## src/rtl/frame_write_burst_gen.sv

```systemverilog
// rtl/frame_write_burst_gen.sv - splits each frame into FIFO-gated write bursts on a valid/ready command port
module frame_write_burst_gen #(
    parameter int ADDR_BITS   = 25,
    parameter int BURST_LEN   = 64,
    parameter int LEN_BITS    = 7,
    parameter int CNT_BITS    = 10,
    parameter int FRAME_WORDS = 129600,
    parameter int ADDR_STEP   = 1
) (
    input  logic                 write_clk,
    input  logic                 write_rst_n,
    input  logic                 enable,
    input  logic                 write_vs,
    input  logic [ADDR_BITS-1:0] write_base,
    input  logic [CNT_BITS-1:0]  fifo_level,
    output logic                 cmd_valid,
    input  logic                 cmd_ready,
    output logic [ADDR_BITS-1:0] cmd_addr,
    output logic [LEN_BITS-1:0]  cmd_len,
    input  logic                 burst_done,
    output logic                 frame_done,
    output logic                 frame_err,
    output logic                 busy
);

    typedef enum logic [2:0] {
        S_IDLE,
        S_CHECK,
        S_REQ,
        S_DATA,
        S_DONE
    } state_e;

    localparam logic [ADDR_BITS-1:0] FRAME_W = ADDR_BITS'(FRAME_WORDS);
    localparam logic [ADDR_BITS-1:0] BURST_W = ADDR_BITS'(BURST_LEN);

    state_e                 state_q, state_d;
    logic                   vs_q;
    logic                   vs_rise;
    logic                   mid_frame;
    logic [ADDR_BITS-1:0]   addr_q, addr_d;
    logic [ADDR_BITS-1:0]   left_q, left_d;
    logic [ADDR_BITS-1:0]   pend_base_q, pend_base_d;
    logic                   pend_q, pend_d;
    logic                   cmd_valid_q, cmd_valid_d;
    logic [ADDR_BITS-1:0]   cmd_addr_q, cmd_addr_d;
    logic [LEN_BITS-1:0]    cmd_len_q, cmd_len_d;
    logic                   frame_done_q, frame_done_d;
    logic                   frame_err_q, frame_err_d;
    logic                   busy_q, busy_d;
    logic [LEN_BITS-1:0]    len_w;
    logic                   fifo_ok;
    logic [ADDR_BITS-1:0]   step_w;

    assign vs_rise   = write_vs & ~vs_q;
    assign mid_frame = (state_q == S_CHECK) || (state_q == S_REQ) || (state_q == S_DATA);
    assign len_w     = (left_q < BURST_W) ? left_q[LEN_BITS-1:0] : LEN_BITS'(BURST_LEN);
    assign fifo_ok   = 32'(fifo_level) >= 32'(len_w);
    assign step_w    = ADDR_BITS'(32'(cmd_len_q) * 32'(ADDR_STEP));

    always_ff @(posedge write_clk or negedge write_rst_n) begin
        if (!write_rst_n) begin
            state_q <= S_IDLE;
        end else begin
            state_q <= state_d;
        end
    end

    // A pending restart is consumed in CHECK before any further burst is issued.
    always_comb begin
        state_d = state_q;
        case (state_q)
            S_IDLE: begin
                if (enable && (vs_rise || pend_q)) state_d = S_CHECK;
            end
            S_CHECK: begin
                if (!enable)                state_d = S_IDLE;
                else if (pend_q)            state_d = S_CHECK;
                else if (left_q == '0)      state_d = S_DONE;
                else if (fifo_ok)           state_d = S_REQ;
            end
            S_REQ: begin
                if (cmd_ready) state_d = S_DATA;
            end
            S_DATA: begin
                if (burst_done) state_d = S_CHECK;
            end
            S_DONE: state_d = S_IDLE;
            default: state_d = S_IDLE;
        endcase
    end

    always_comb begin
        addr_d       = addr_q;
        left_d       = left_q;
        pend_d       = pend_q;
        pend_base_d  = pend_base_q;
        cmd_valid_d  = cmd_valid_q;
        cmd_addr_d   = cmd_addr_q;
        cmd_len_d    = cmd_len_q;
        frame_err_d  = 1'b0;
        frame_done_d = (state_d == S_DONE);
        busy_d       = (state_d != S_IDLE);
        if (vs_rise && (mid_frame || state_q == S_DONE)) begin
            pend_d      = 1'b1;
            pend_base_d = write_base;
            frame_err_d = mid_frame;
        end
        case (state_q)
            S_IDLE: begin
                pend_d = 1'b0;
                if (enable && vs_rise) begin
                    addr_d = write_base;
                    left_d = FRAME_W;
                end else if (enable && pend_q) begin
                    addr_d = pend_base_q;
                    left_d = FRAME_W;
                end
            end
            S_CHECK: begin
                if (!enable) begin
                    pend_d = 1'b0;
                end else if (pend_q) begin
                    addr_d = pend_base_q;
                    left_d = FRAME_W;
                    if (!vs_rise) pend_d = 1'b0;
                end else if (left_q != '0 && fifo_ok) begin
                    cmd_valid_d = 1'b1;
                    cmd_addr_d  = addr_q;
                    cmd_len_d   = len_w;
                end
            end
            S_REQ: begin
                if (cmd_ready) begin
                    cmd_valid_d = 1'b0;
                    addr_d      = addr_q + step_w;
                    left_d      = left_q - ADDR_BITS'(cmd_len_q);
                end
            end
            default: ;
        endcase
    end

    // vs_q resets high so a sync already asserted at reset release is not taken as an edge.
    always_ff @(posedge write_clk or negedge write_rst_n) begin
        if (!write_rst_n) begin
            vs_q         <= 1'b1;
            addr_q       <= '0;
            left_q       <= '0;
            pend_q       <= 1'b0;
            pend_base_q  <= '0;
            cmd_valid_q  <= 1'b0;
            cmd_addr_q   <= '0;
            cmd_len_q    <= '0;
            frame_done_q <= 1'b0;
            frame_err_q  <= 1'b0;
            busy_q       <= 1'b0;
        end else begin
            vs_q         <= write_vs;
            addr_q       <= addr_d;
            left_q       <= left_d;
            pend_q       <= pend_d;
            pend_base_q  <= pend_base_d;
            cmd_valid_q  <= cmd_valid_d;
            cmd_addr_q   <= cmd_addr_d;
            cmd_len_q    <= cmd_len_d;
            frame_done_q <= frame_done_d;
            frame_err_q  <= frame_err_d;
            busy_q       <= busy_d;
        end
    end

    assign cmd_valid  = cmd_valid_q;
    assign cmd_addr   = cmd_addr_q;
    assign cmd_len    = cmd_len_q;
    assign frame_done = frame_done_q;
    assign frame_err  = frame_err_q;
    assign busy       = busy_q;

endmodule
```

## config.mk

```make
export PLATFORM = sky130hd
export DESIGN_NAME = frame_write_burst_gen
export DESIGN_NICKNAME = d
export VERILOG_FILES = /design/src/rtl/frame_write_burst_gen.sv
export SDC_FILE = /design/constraint.sdc
export NUM_CORES = 1
export LEC_CHECK = 0
export CORE_MARGIN = 4
export CORE_UTILIZATION = 45
export DETAILED_ROUTE_END_ITERATION = 12
export DONT_BUFFER_PORTS = 1
export PLACE_DENSITY_LB_ADDON = 0.3
export SYNTH_ARGS = -nofsm -noshare
export SYNTH_HDL_FRONTEND = slang
export SYNTH_SLANG_ARGS = --single-unit
```

## constraint.sdc

```tcl
create_clock -name write_clk -period 4.74 [get_ports write_clk]
set_clock_uncertainty 0.1 [all_clocks]
set_input_delay 0.474 -clock write_clk [delete_from_list [all_inputs] [get_ports write_clk]]
set_output_delay 0.474 -clock write_clk [all_outputs]
set_load 0.02 [all_outputs]
```

# Word-level counts from Yosys, hierarchy flattened
# Index checks and enable logic that the tools add are counted.
[op_classes]
mux = 32
n_reduce_logical = 18
magnitude_cmp = 2
eq_ne = 11
bitwise_logic = 3
add_sub_neg = 2
[ops]
columns = ["operator", "count"]
rows = [
  ["$mux 25", 10],
  ["$pmux 25 s3", 2],
  ["$add 25x7->25", 1],
  ["$logic_not 25->1", 1],
  ["$lt 25x7->1 const B", 1],
  ["$reduce_bool 25->1", 1],
  ["$sub 25x7->25", 1],
  ["$mux 3", 7],
  ["$pmux 3 s4", 1],
  ["$ge 10x7->1", 1],
  ["$reduce_and 5->1", 2],
  ["$mux 1", 9],
  ["$ne 2x2->1 const B", 4],
  ["$mux 7", 1],
  ["$eq 3x2->1 const B", 2],
  ["$eq 3x3->1 const B", 2],
  ["$reduce_bool 3->1", 2],
  ["$logic_and 1x1->1", 5],
  ["$logic_or 1x1->1", 4],
  ["$pmux 1 s2", 2],
  ["$reduce_and 4->1", 1],
  ["$eq 3x1->1 const B", 1],
  ["$logic_not 3->1", 1],
  ["$ne 3x3->1 const B", 1],
  ["4 further kinds", 5],
]
[totals]
ff_bits = 116
wordCells = 80
input_bits = 41
out_inout_bits = 36

# Logic depth before layout (Yosys ltp)
# Gate-level depths: netlist (run 1).
[logic_depth]
depth_word = 10
ltp_mapped = 13

# Worst setup path after synthesis (run 1)
# Ideal clock, no wire load.
[synth_path]
kind = "flip-flop to flip-flop"
from = "register left_q[11]"
to = "register cmd_addr_q[0], in the netlist cmd_addr[0]"
arrival_time_ns = 3.334
slack_ns = 1.181
path_stages_with_launch = 14
cell_sequence = "dfrtp_1 or4_4 nor4_4 and3_2 clkbuf_1 nand2_1 ha_1 a2111oi_0 o21ai_0 a21o_1 and3_1 buf_6 buf_12 mux2_4"
[synth_via]
elab_chain_cells = 5
[synth_rtl]
columns = ["item", "line_no", "text"]
rows = [
  ["start, declared", "42", "logic [ADDR_BITS-1:0] left_q, left_d;"],
  ["start signal, assigned", "161", "left_q <= left_d;"],
  ["$lt 25x7->1", "57", "assign len_w = (left_q < BURST_W) ? left_q[LEN_BITS-1:0] : LEN_BITS'(BURST_LEN);"],
  ["$mux 7", "57", ""],
  ["$ge 10x7->1", "58", "assign fifo_ok = 32'(fifo_level) >= 32'(len_w);"],
  ["$logic_and 1x1->1 *", "127", "end else if (left_q != '0 && fifo_ok) begin"],
  ["$reduce_and 4->1 (no line) *", "--", ""],
  ["end signal, assigned", "165", "cmd_addr_q <= cmd_addr_d;"],
  ["end, declared", "46", "logic [ADDR_BITS-1:0] cmd_addr_q, cmd_addr_d;"],
]
# Every way passes the cells marked *; elsewhere a longest branch is shown, timed or not.
# A chain may end at the register's enable or synchronous reset.

# Worst setup path in the final report (run 1)
[layout_path]
from = "register left_q[19]"
to = "register cmd_addr_q[5], in the netlist cmd_addr[5]"
# Same word-level chain as after synthesis.

==> run_results.csv, run 1 <==
group,metric,value,unit
cts,clock-sinks,116,
synthesis,syn_nets,660,
place,dpl.cell_count,749,
synthesis,synth_top_area_share,0.447,
layout,finalNonFillerCells,783,
outcome,outcome,"finished, final reports clean",
synthesis,syn_inst,596,
synthesis,yosysSeqAreaShare,0.451,
drt,vias_per_cell,6.27,
timing,worst-slew-pin-transition,1.31,ns
die,core_area,13900,um^2
layout,drive_above_1_share,0.179,
die,start_util,0.462,
place,dpl_cell_area,6530,um^2
cts,cts_made_buffers,17,
place,dp_hpwl,10600,um
timing,slew_headroom,0.126,
hold_path,holdCritPathClass,"in2reg",
cts,cts_resized,0,
synthesis,synth.most_common_cell,"dfrtp_1",
timing,setup_tns,0,ns
worst_setup_path,setup.worst_path.start_class,"flip-flop",
die,die_area,16300,um^2
synthesis,ys_seq_elements,116,
timing,timing.final.crit_share,0.874,
layout,finalNetCount,655,
global_route,grt_pass1_wl,25800,um
global_route,antenna_found_initial,0,
synthesis,async_reset_ff_frac,1.00,
die,dieHeight,128,um
cts,cts_setup_buffers,0,
global_route,grt_pass1_vias,4970,
cts,cts_tree,"yes",
drt,routedWlPerCell,20.1,um
worst_setup_path,ff2ff_setup_slack,0.60,ns
cts,root_buffer,"clkbuf_16",
global_route,track_usage,0.201,
timing,drv_slew,0,
drt,drcViolationCount,0,
drt,detail-route-antenna-nets,0,
drt,drt_iter0_markers,454,
place,port-buffer-count,0,
global_route,grt_max_degree,117,
synthesis,ys_top_cells_by_area,"dfrtp_1 (45%), mux2_4 (5.4%), mux2_2 (4.9%)",
worst_setup_path,cp_cell_sequence,"or4_1, nor4_2, and3_2, nand2_1, ha_1, o21ai_0, nor3_1, a21o_1, and3_2, mux2_2",
power,powerDensity,692,nW/um^2
synthesis,yosysUniqueCellTypes,75,
cts,insertion_delay,0.43,ns
worst_setup_path,worstPathMaxFanout,33,
synthesis,synth_common_cells,"dfrtp_1 (115), nand2_1 (39), a21oi_1 (28), mux2_2 (28), clkbuf_1 (27)",
synthesis,syn_area,6440,um^2
timing,hold_viol_final,0,
die,die_w,128,um
power,ir_drop,0.335,mV
worst_setup_path,end_kind,"flip-flop",
worst_setup_path,slowest_delay,0.98,ns
timing,rsz0062_at_grt,"false",
worst_setup_path,worst-path-buf-inv,0,
synthesis,synth_area_per_cell,10.8,um^2
synthesis,ys.flop_type,"dfrtp_1",
worst_setup_path,worstSetupPathType,"reg2reg",
drt,dr.pass1.iters,5,
timing,holdWs,0.100,ns
drt,via_count,4906,
timing,timing.fmax,241,MHz
worst_setup_path,path_common_cell,"and3_2",
worst_setup_path,arrival,4.35,ns
worst_setup_path,cp.required,4.95,ns
synthesis,synth_edf_count,0,
layout,area_growth,11.7,%
worst_setup_path,cp_slowest_cell,"and3_2",
cts,clkSlewWorstSetupHoldPaths,0.05,ns
drt,drt-total-wl,15700,um
layout,fillers,1213,
die,fp-row-count,43,
run,cap_violations,0,
timing,setup_violations,0,
cts,cts_buffer_depth,2,
timing,fin_crit,4.14,ns
worst_setup_path,path_delay_family,"simple AND/OR/NAND/NOR gates",
synthesis,synth-warning-count,0,
cts,h-tree-depth,4,
global_route,gr-total-overflow,0,
layout,post-route-cell-area,7190,um^2
layout,num_antenna_cells,0,
place,gp_congestion,0.863,
die,io-pin-count,77,
synthesis,yosys.area.top_type,"dfrtp_1",
power,power_leakage,3.02,nW
-- worst paths after layout --
| check | start | endpoint | cells past startpoint |
|---|---|---|---|
| max | left_q[19] | cmd_addr[5] | 10 |
| min | write_base[12] | pend_base_q[12] | 1 |
| max reg2reg | left_q[19] | cmd_addr[5] | 10 |
| min reg2reg | pend_base_q[19] | pend_base_q[19] | 1 |
| max in group asynchronous | write_rst_n | pend_q | 2 |
| min in group asynchronous | write_rst_n | left_q[22] | 2 |
-- cell usage in the layout, fill, tap and decap left out, types with 5 or more instances in the layout --
cell type and instances:
a22o_1 9, nor3_1 7, nand3_1 17, a22oi_1 17, buf_4 6, xor2_1 5, o211ai_1 11, or4_1 17
a21oi_1 27, or3_1 8, inv_1 20, o221ai_1 7, ha_1 21, o31ai_1 18, a21o_1 6, mux2_4 23
and4_1 5, mux2i_1 8, or2_2 5, o21ai_0 22, mux2_2 28, nand2_1 39, nor2_1 23, dfrtp_1 115
clkbuf_16 17, nand4_1 15
-- per-layer routing --
metal,up-vias,part of all wire,wire [um],GRT usage
met5,-,0,0,0
met4,0,0.020,314,0.0768
met3,32,0.071,1110,0.0719
met2,130,0.46,7190,0.306
met1,2463,0.45,7100,0.265
li1,2281,-,-,-
-- kinds of logic (layout without fill, tap and decap cells) --
logic type / after synthesis / count (layout) / share of synthesized area
muxes: 59 / 59 / 0.115
buffers and inverters: 53 / 60 / 0.0400
DFF: 116 / 116 / 0.451
xor gates and xnor gates: 9 / 9 / 0.0122
adders and majority gates: 23 / 23 / 0.0470
and+or+nand+nor: 174 / 174 / 0.156
AOI/OAI and AO/OA: 162 / 162 / 0.179
-- per-stage QoR --
stage / power [mW] / setup slack [ns] / util
floorplan: 3.17 / 1.18 / -
global placement: 3.55 / 0.770 / 0.469
detailed placement: 3.62 / 0.656 / 0.469
CTS: 4.99 / 0.602 / 0.516
global route: 5.29 / 0.309 / 0.516
finish: 4.97 / 0.596 / 0.516
-- sequential cells by signal (all words and copies together) (netlist names) --
signal and cells:
cmd_valid 1, frame_err 1, cmd_len 7, vs_q 1, cmd_addr 25, left_q 25, state_q 3, pend_q 1
pend_base_q 25, busy 1, addr_q 25, frame_done 1
-- power by group --
part           internal, mW  switching [mW]
combinational         0.794           0.928
sequential             1.39           0.539
clock                 0.875           0.452
-- final cells by class --
| cell class | count | area (um^2) | share of cell area |
|---|---|---|---|
| tap | 180 | 225 | 0.0313 |
| inverter | 20 | 75.1 | 0.0104 |
| sequential | 116 | 2900 | 0.404 |
| timing repair buffer | 9 | 92.6 | 0.0129 |
| clock inverter | 9 | 126 | 0.0176 |
| multi-input combinational | 427 | 3280 | 0.457 |
| clock buffer | 22 | 484 | 0.0673 |
-- what timing repair did --
item	in CTS	in global routing
hold buffers	3	0
setup endpoints to repair	0	0
hold endpoints to repair	117	0
(Power assumes the default switching activity.)
==> run 2: changes to the inputs <==
==> constraint.sdc (replaced) <==
create_clock -name write_clk -period 4.74 [get_ports write_clk]
set_clock_uncertainty 0.1 [all_clocks]
set_input_delay 0.948 -clock write_clk [delete_from_list [all_inputs] [get_ports write_clk]]
set_output_delay 0.948 -clock write_clk [all_outputs]
set_load 0.02 [all_outputs]
==> run_results.csv, run 2 (synthesis gave the netlist of run 1 again) <==
group,metric,value,unit
outcome,outcome,"finished, final reports clean",
place,pre_cts_slack,0.670,ns
die,start_util,0.462,
timing,setup_tns,0,ns
layout,area_growth,10.7,%
cts,cts_setup_buffers,0,
cts,root_buffer,"clkbuf_16",
worst_setup_path,cp_cell_sequence,"or4_4, nor4_4, and3_2, nand2_1, ha_1, o21ai_0, nor3_1, a21o_1, and3_2, mux2_2",
power,finalPower,4.88,mW
timing,rsz0062_at_grt,"false",
cts,hold_buffers,0,
worst_setup_path,rr_worst_depth,10,
cts,cts_resized,0,
power,seqPwrFrac,0.395,
drt,dr.pass1.iters,5,
die,io-pin-count,77,
layout,final_cell_mix,"dfrtp_1 (115), nand2_1 (39), mux2_2 (28)",
power,p_int,2.95,mW
layout,multi_input_area,3280,um^2
timing,timing.final.crit_share,0.864,
layout,finalNetCount,653,
drt,detail-route-antenna-nets,0,
place,port-buffer-count,0,
cts,clock-sinks,116,
worst_setup_path,worstSetupPathType,"reg2reg",
timing,fin_crit,4.09,ns
cts,cts_tree,"yes",
hold_path,holdCritPathClass,"in2async",
cts,cts_buffer_depth,2,
layout,final_util,0.511,
worst_setup_path,startpoint,"left_q[11]",
timing,drv_slew,0,
place,dp_hpwl,10500,um
global_route,grt_pass1_vias,4855,
layout,fillers,1196,
worst_setup_path,slowest_delay,0.98,ns
die,die_w,128,um
worst_setup_path,path_common_cell,"and3_2",
timing,setup_violations,0,
layout,drive_above_1_share,0.181,
run,cap_violations,0,
timing,setup_ws,0.646,ns
drt,via_count,4869,
layout,layout_commonest_cell,"dfrtp_1",
worst_setup_path,r2r-end,"cmd_addr[4]",
cts,clkSlewWorstSetupHoldPaths,0.05,ns
worst_setup_path,worstPathMaxFanout,33,
worst_setup_path,reg2reg_from,"left_q[11]",
power,ir_drop,0.357,mV
timing,hold_viol_final,0,
worst_setup_path,ff2ff_setup_slack,0.65,ns
timing,slew_headroom,0.222,
drt,vias_per_cell,6.23,
timing,timing.fmax,244,MHz
global_route,grt_pass1_wl,25300,um
cts,cts_made_buffers,17,
drt,drcViolationCount,0,
worst_setup_path,end_kind,"flip-flop",
worst_setup_path,cp_slowest_cell,"and3_2",
drt,drt_iter0_markers,342,
power,power_leakage,2.97,nW
power,combPwrFrac,0.348,
die,dieHeight,128,um
power,switching_share,0.394,
worst_setup_path,cp.required,4.95,ns
cts,h-tree-depth,4,
die,core_area,13900,um^2
global_route,grt_max_degree,117,
layout,num_antenna_cells,0,
worst_setup_path,arrival,4.30,ns
worst_setup_path,setup.worst_path.start_class,"flip-flop",
drt,routedWlPerCell,19.7,um
power,powerDensity,684,nW/um^2
cts,insertion_delay,0.42,ns
drt,drt-total-wl,15400,um
die,die_area,16300,um^2
power,clock_power_share,0.257,
global_route,antenna_found_initial,0,
power,switching_power,1.92,mW
layout,final-seq-area,2900,um^2
die,fp-row-count,43,
place,gp_congestion,0.862,
global_route,track_usage,0.196,
global_route,gr-total-overflow,0,
timing,worst-slew-pin-transition,1.16,ns
==> run 2: worst max-delay path by stage <==
stage	to	cells after the start
2_1_floorplan	cmd_addr[0]	13
3_3_place_gp	cmd_addr[5]	10
3_5_place_dp	cmd_addr[4]	10
4_1_cts	cmd_addr[6]	10
5_1_grt	cmd_addr[4]	10
6_report	cmd_addr[4]	10
==> run 2: final cells by class <==
class / instances / share of cell area
clock inverters: 14 / 0.0218
well taps: 180 / 0.0316
multi-input cells: 427 / 0.461
inverters: 20 / 0.0105
clock buffers: 18 / 0.0602
flip-flops and latches: 116 / 0.408
repair buffers: 7 / 0.00737
==> run 2: worst max-delay path, delay by kind of cell (launching register included) <==
kind            cells  cell delay, ns
compound gates      2            0.30
simple gates        6            2.45
mux                 1            0.42
flops               1            0.40
fa+ha+maj           1            0.31
==> run 2: metrics by stage <==
step / hold slack [ns] / cells / instance area, um^2
CTS: 0.103 / 782 / 7130
global route: 0.103 / 782 / 7130
floorplan: 0.376 / 596 / 6440
detailed placement: 0.394 / 750 / 6540
finish: 0.121 / 782 / 7130
global placement: 0.389 / 750 / 6540
==> run 2: metal layers <==
| layer | wire length, um | vias to the layer above | track usage |
|---|---|---|---|
| met5 | 0 | - | 0 |
| met4 | 325 | 0 | 0.0674 |
| met3 | 1330 | 24 | 0.0748 |
| met2 | 7000 | 142 | 0.299 |
| met1 | 6750 | 2424 | 0.256 |
| li1 | - | 2279 | - |
==> run 2: power groups by stage <==
stage,sequential [mW],clock (mW),combinational (mW)
2_1_floorplan,1.78,0,1.39
3_3_place_gp,1.92,0,1.62
3_5_place_dp,1.94,0,1.68
4_1_cts,1.93,1.28,1.69
5_1_grt,1.99,1.32,1.88
6_report,1.92,1.25,1.70
==> run 3: changes to the inputs <==
- ABC_AREA: default -> 1
==> run_results.csv, run 3 <==
group,metric,value,unit
outcome,outcome,"finished, final reports clean",
synthesis,async_reset_ff_frac,1.00,
power,powerDensity,683,nW/um^2
synthesis,syn_area,6910,um^2
synthesis,synth_edf_count,0,
timing,fin_crit,3.79,ns
worst_setup_path,cp.required,4.88,ns
power,ir_drop,0.345,mV
worst_setup_path,rr_worst_depth,17,
drt,via_count,6110,
cts,root_buffer,"clkbuf_16",
timing,holdWs,0.125,ns
drt,drcViolationCount,0,
worst_setup_path,setup.worst_path.start_class,"flip-flop",
global_route,grt_use_met1,0.313,
synthesis,synth-warning-count,0,
place,dp_hpwl,13100,um
timing,timing.final.crit_share,0.799,
layout,fillers,1434,
cts,cts_resized,0,
place,dpl_cell_area,7020,um^2
die,fp-row-count,45,
die,start_util,0.456,
synthesis,synth_top_area_share,0.416,
worst_setup_path,ff2ff_setup_slack,0.95,ns
synthesis,ys_top_cells_by_area,"dfrtp_1 (42%), nand2_1 (16%), inv_1 (6.1%)",
synthesis,synth_common_cells,"nand2_1 (289), dfrtp_1 (115), inv_1 (113)",
drt,drt_iter0_markers,661,
synthesis,syn_inst,947,
worst_setup_path,worstPathMaxFanout,58,
cts,clock-sinks,116,
layout,area_growth,10.2,%
power,power_leakage,3.81,nW
drt,detail-route-antenna-nets,0,
cts,cts_tree,"yes",
drt,vias_per_cell,5.33,
synthesis,synth_area_per_cell,7.30,um^2
timing,hold_viol_final,0,
layout,final_cell_mix,"nand2_1 (289), dfrtp_1 (115), inv_1 (113)",
timing,timing.fmax,264,MHz
global_route,antenna_found_initial,0,
power,finalPower,5.20,mW
timing,worst-slew-pin-transition,0.964,ns
cts,h-tree-depth,4,
timing,drv_slew,0,
synthesis,syn_nets,1011,
synthesis,synth.most_common_cell,"nand2_1",
cts,cts_made_buffers,17,
drt,drt-total-wl,18000,um
cts,hold_buffers,0,
worst_setup_path,worstSetupPathType,"reg2reg",
die,die_area,17400,um^2
cts,cts_setup_buffers,0,
layout,layout_commonest_cell,"nand2_1",
global_route,track_usage,0.214,
run,cap_violations,0,
timing,rsz0062_at_grt,"false",
layout,finalNetCount,1009,
die,io-pin-count,77,
drt,routedWlPerCell,15.7,um
global_route,gr-total-overflow,0,
synthesis,ys.flop_type,"dfrtp_1",
drt,dr.pass1.iters,5,
worst_setup_path,end_kind,"flip-flop",
layout,drive_above_1_share,0.0689,
cts,insertion_delay,0.42,ns
die,core_area,15100,um^2
global_route,busiest_layer,"met2",
global_route,grt_pass1_wl,30300,um
die,die_w,132,um
layout,post-route-cell-area,7610,um^2
global_route,grt_max_degree,117,
cts,cts_buffer_depth,2,
worst_setup_path,reg2reg_from,"left_q[13]",
synthesis,yosysUniqueCellTypes,47,
timing,slew_headroom,0.357,
global_route,gr-usage-met3,0.0527,
worst_setup_path,arrival,3.93,ns
synthesis,ys_seq_elements,116,
place,gp_congestion,0.918,
synthesis,yosys.area.top_type,"dfrtp_1",
cts,clkSlewWorstSetupHoldPaths,0.06,ns
global_route,grt_pass1_vias,5893,
timing,setup_tns,0,ns
layout,num_antenna_cells,0,
global_route,met2_usage,0.317,
place,port-buffer-count,0,
synthesis,yosysSeqAreaShare,0.420,
die,dieHeight,132,um
hold_path,holdCritPathClass,"in2async",
timing,setup_violations,0,
worst_setup_path,r2r-end,"cmd_addr[12]",
run 3: changes by cell type in the layout (fill, tap and decap cells not counted), moves of 8 or more:
cell,change
nor2_1,+59
mux2_2,-26
or4_1,-17
or3_1,-8
a22oi_1,-10
mux2_4,-23
nand2_1,+250
inv_1,+93
o31ai_1,-18
mux2i_1,-8
o21ai_1,+13
nand3_1,+49
o21ai_0,+61
a22o_1,-8
run 3: power breakdown:
| group | switching, mW | internal, mW | total [mW] |
|---|---|---|---|
| sequential | 0.471 | 1.37 | 1.84 |
| combinational | 1.39 | 0.667 | 2.05 |
| clock | 0.454 | 0.849 | 1.30 |
run 3: kinds of logic after synthesis:
logic type               count (synthesis)  synth area share
AO/OA/AOI/OAI                          158             0.128
XOR/XNOR                                10            0.0127
adder cells (fa/ha/maj)                 23            0.0438
buffers and inverters                  145            0.0880
flip-flops                             116             0.420
multiplexers                             2           0.00326
AND/OR/NAND/NOR                        493             0.304
run 3: worst max-delay path: stages (launching register included):
cell and delay [ns]:
dfrtp_1 0.43, nor2_1 0.25, nand2_1 0.10, nor2_2 0.18, nand4_1 0.17, nor2_2 0.31, nand2_1 0.15, ha_1 0.31
nand2_1 0.09, inv_1 0.05, nand2_1 0.05, nand2_1 0.05, nand2_1 0.07, nand2_1 0.05, nor2_1 0.23, nor2_4 0.11
inv_2 0.67, o21ai_0 0.22
run 3: layout make-up:
class	count	area, um^2	area share
clock inverter	10	130	0.0171
timing repair buffer	4	30.0	0.00394
sequential	116	2900	0.381
multi-input combinational	686	3400	0.447
inverter	120	450	0.0592
clock buffer	22	464	0.0610
tap	188	235	0.0309
run 3: layer usage:
layer / share of wire / wire (um) / vias to the layer above
met2: 0.44 / 7840 / 172
met5: 0 / 0 / -
met1: 0.49 / 8840 / 2847
met4: 0.012 / 222 / 0
li1: - / - / 3072
met3: 0.059 / 1060 / 19
run 3: worst max path at each step:
stage          startpoint      endpoint  slack [ns]  cells after the start
4_1_cts        left_q[13]  cmd_addr[12]        0.96                     17
2_1_floorplan  left_q[13]    cmd_len[4]        1.98                     18
3_5_place_dp   left_q[13]  cmd_addr[12]        0.98                     17
6_report       left_q[13]  cmd_addr[12]        0.95                     17
3_3_place_gp   left_q[13]  cmd_addr[16]        1.19                     17
5_1_grt        left_q[13]  cmd_addr[12]        0.58                     17
run 3: stage by stage:
stage	util	setup slack (ns)	std cells
finish	0.503	0.951	1146
global route	0.503	0.578	1146
CTS	0.503	0.964	1146
detailed placement	0.464	0.977	1114
global placement	0.464	1.19	1114
floorplan	-	1.98	947
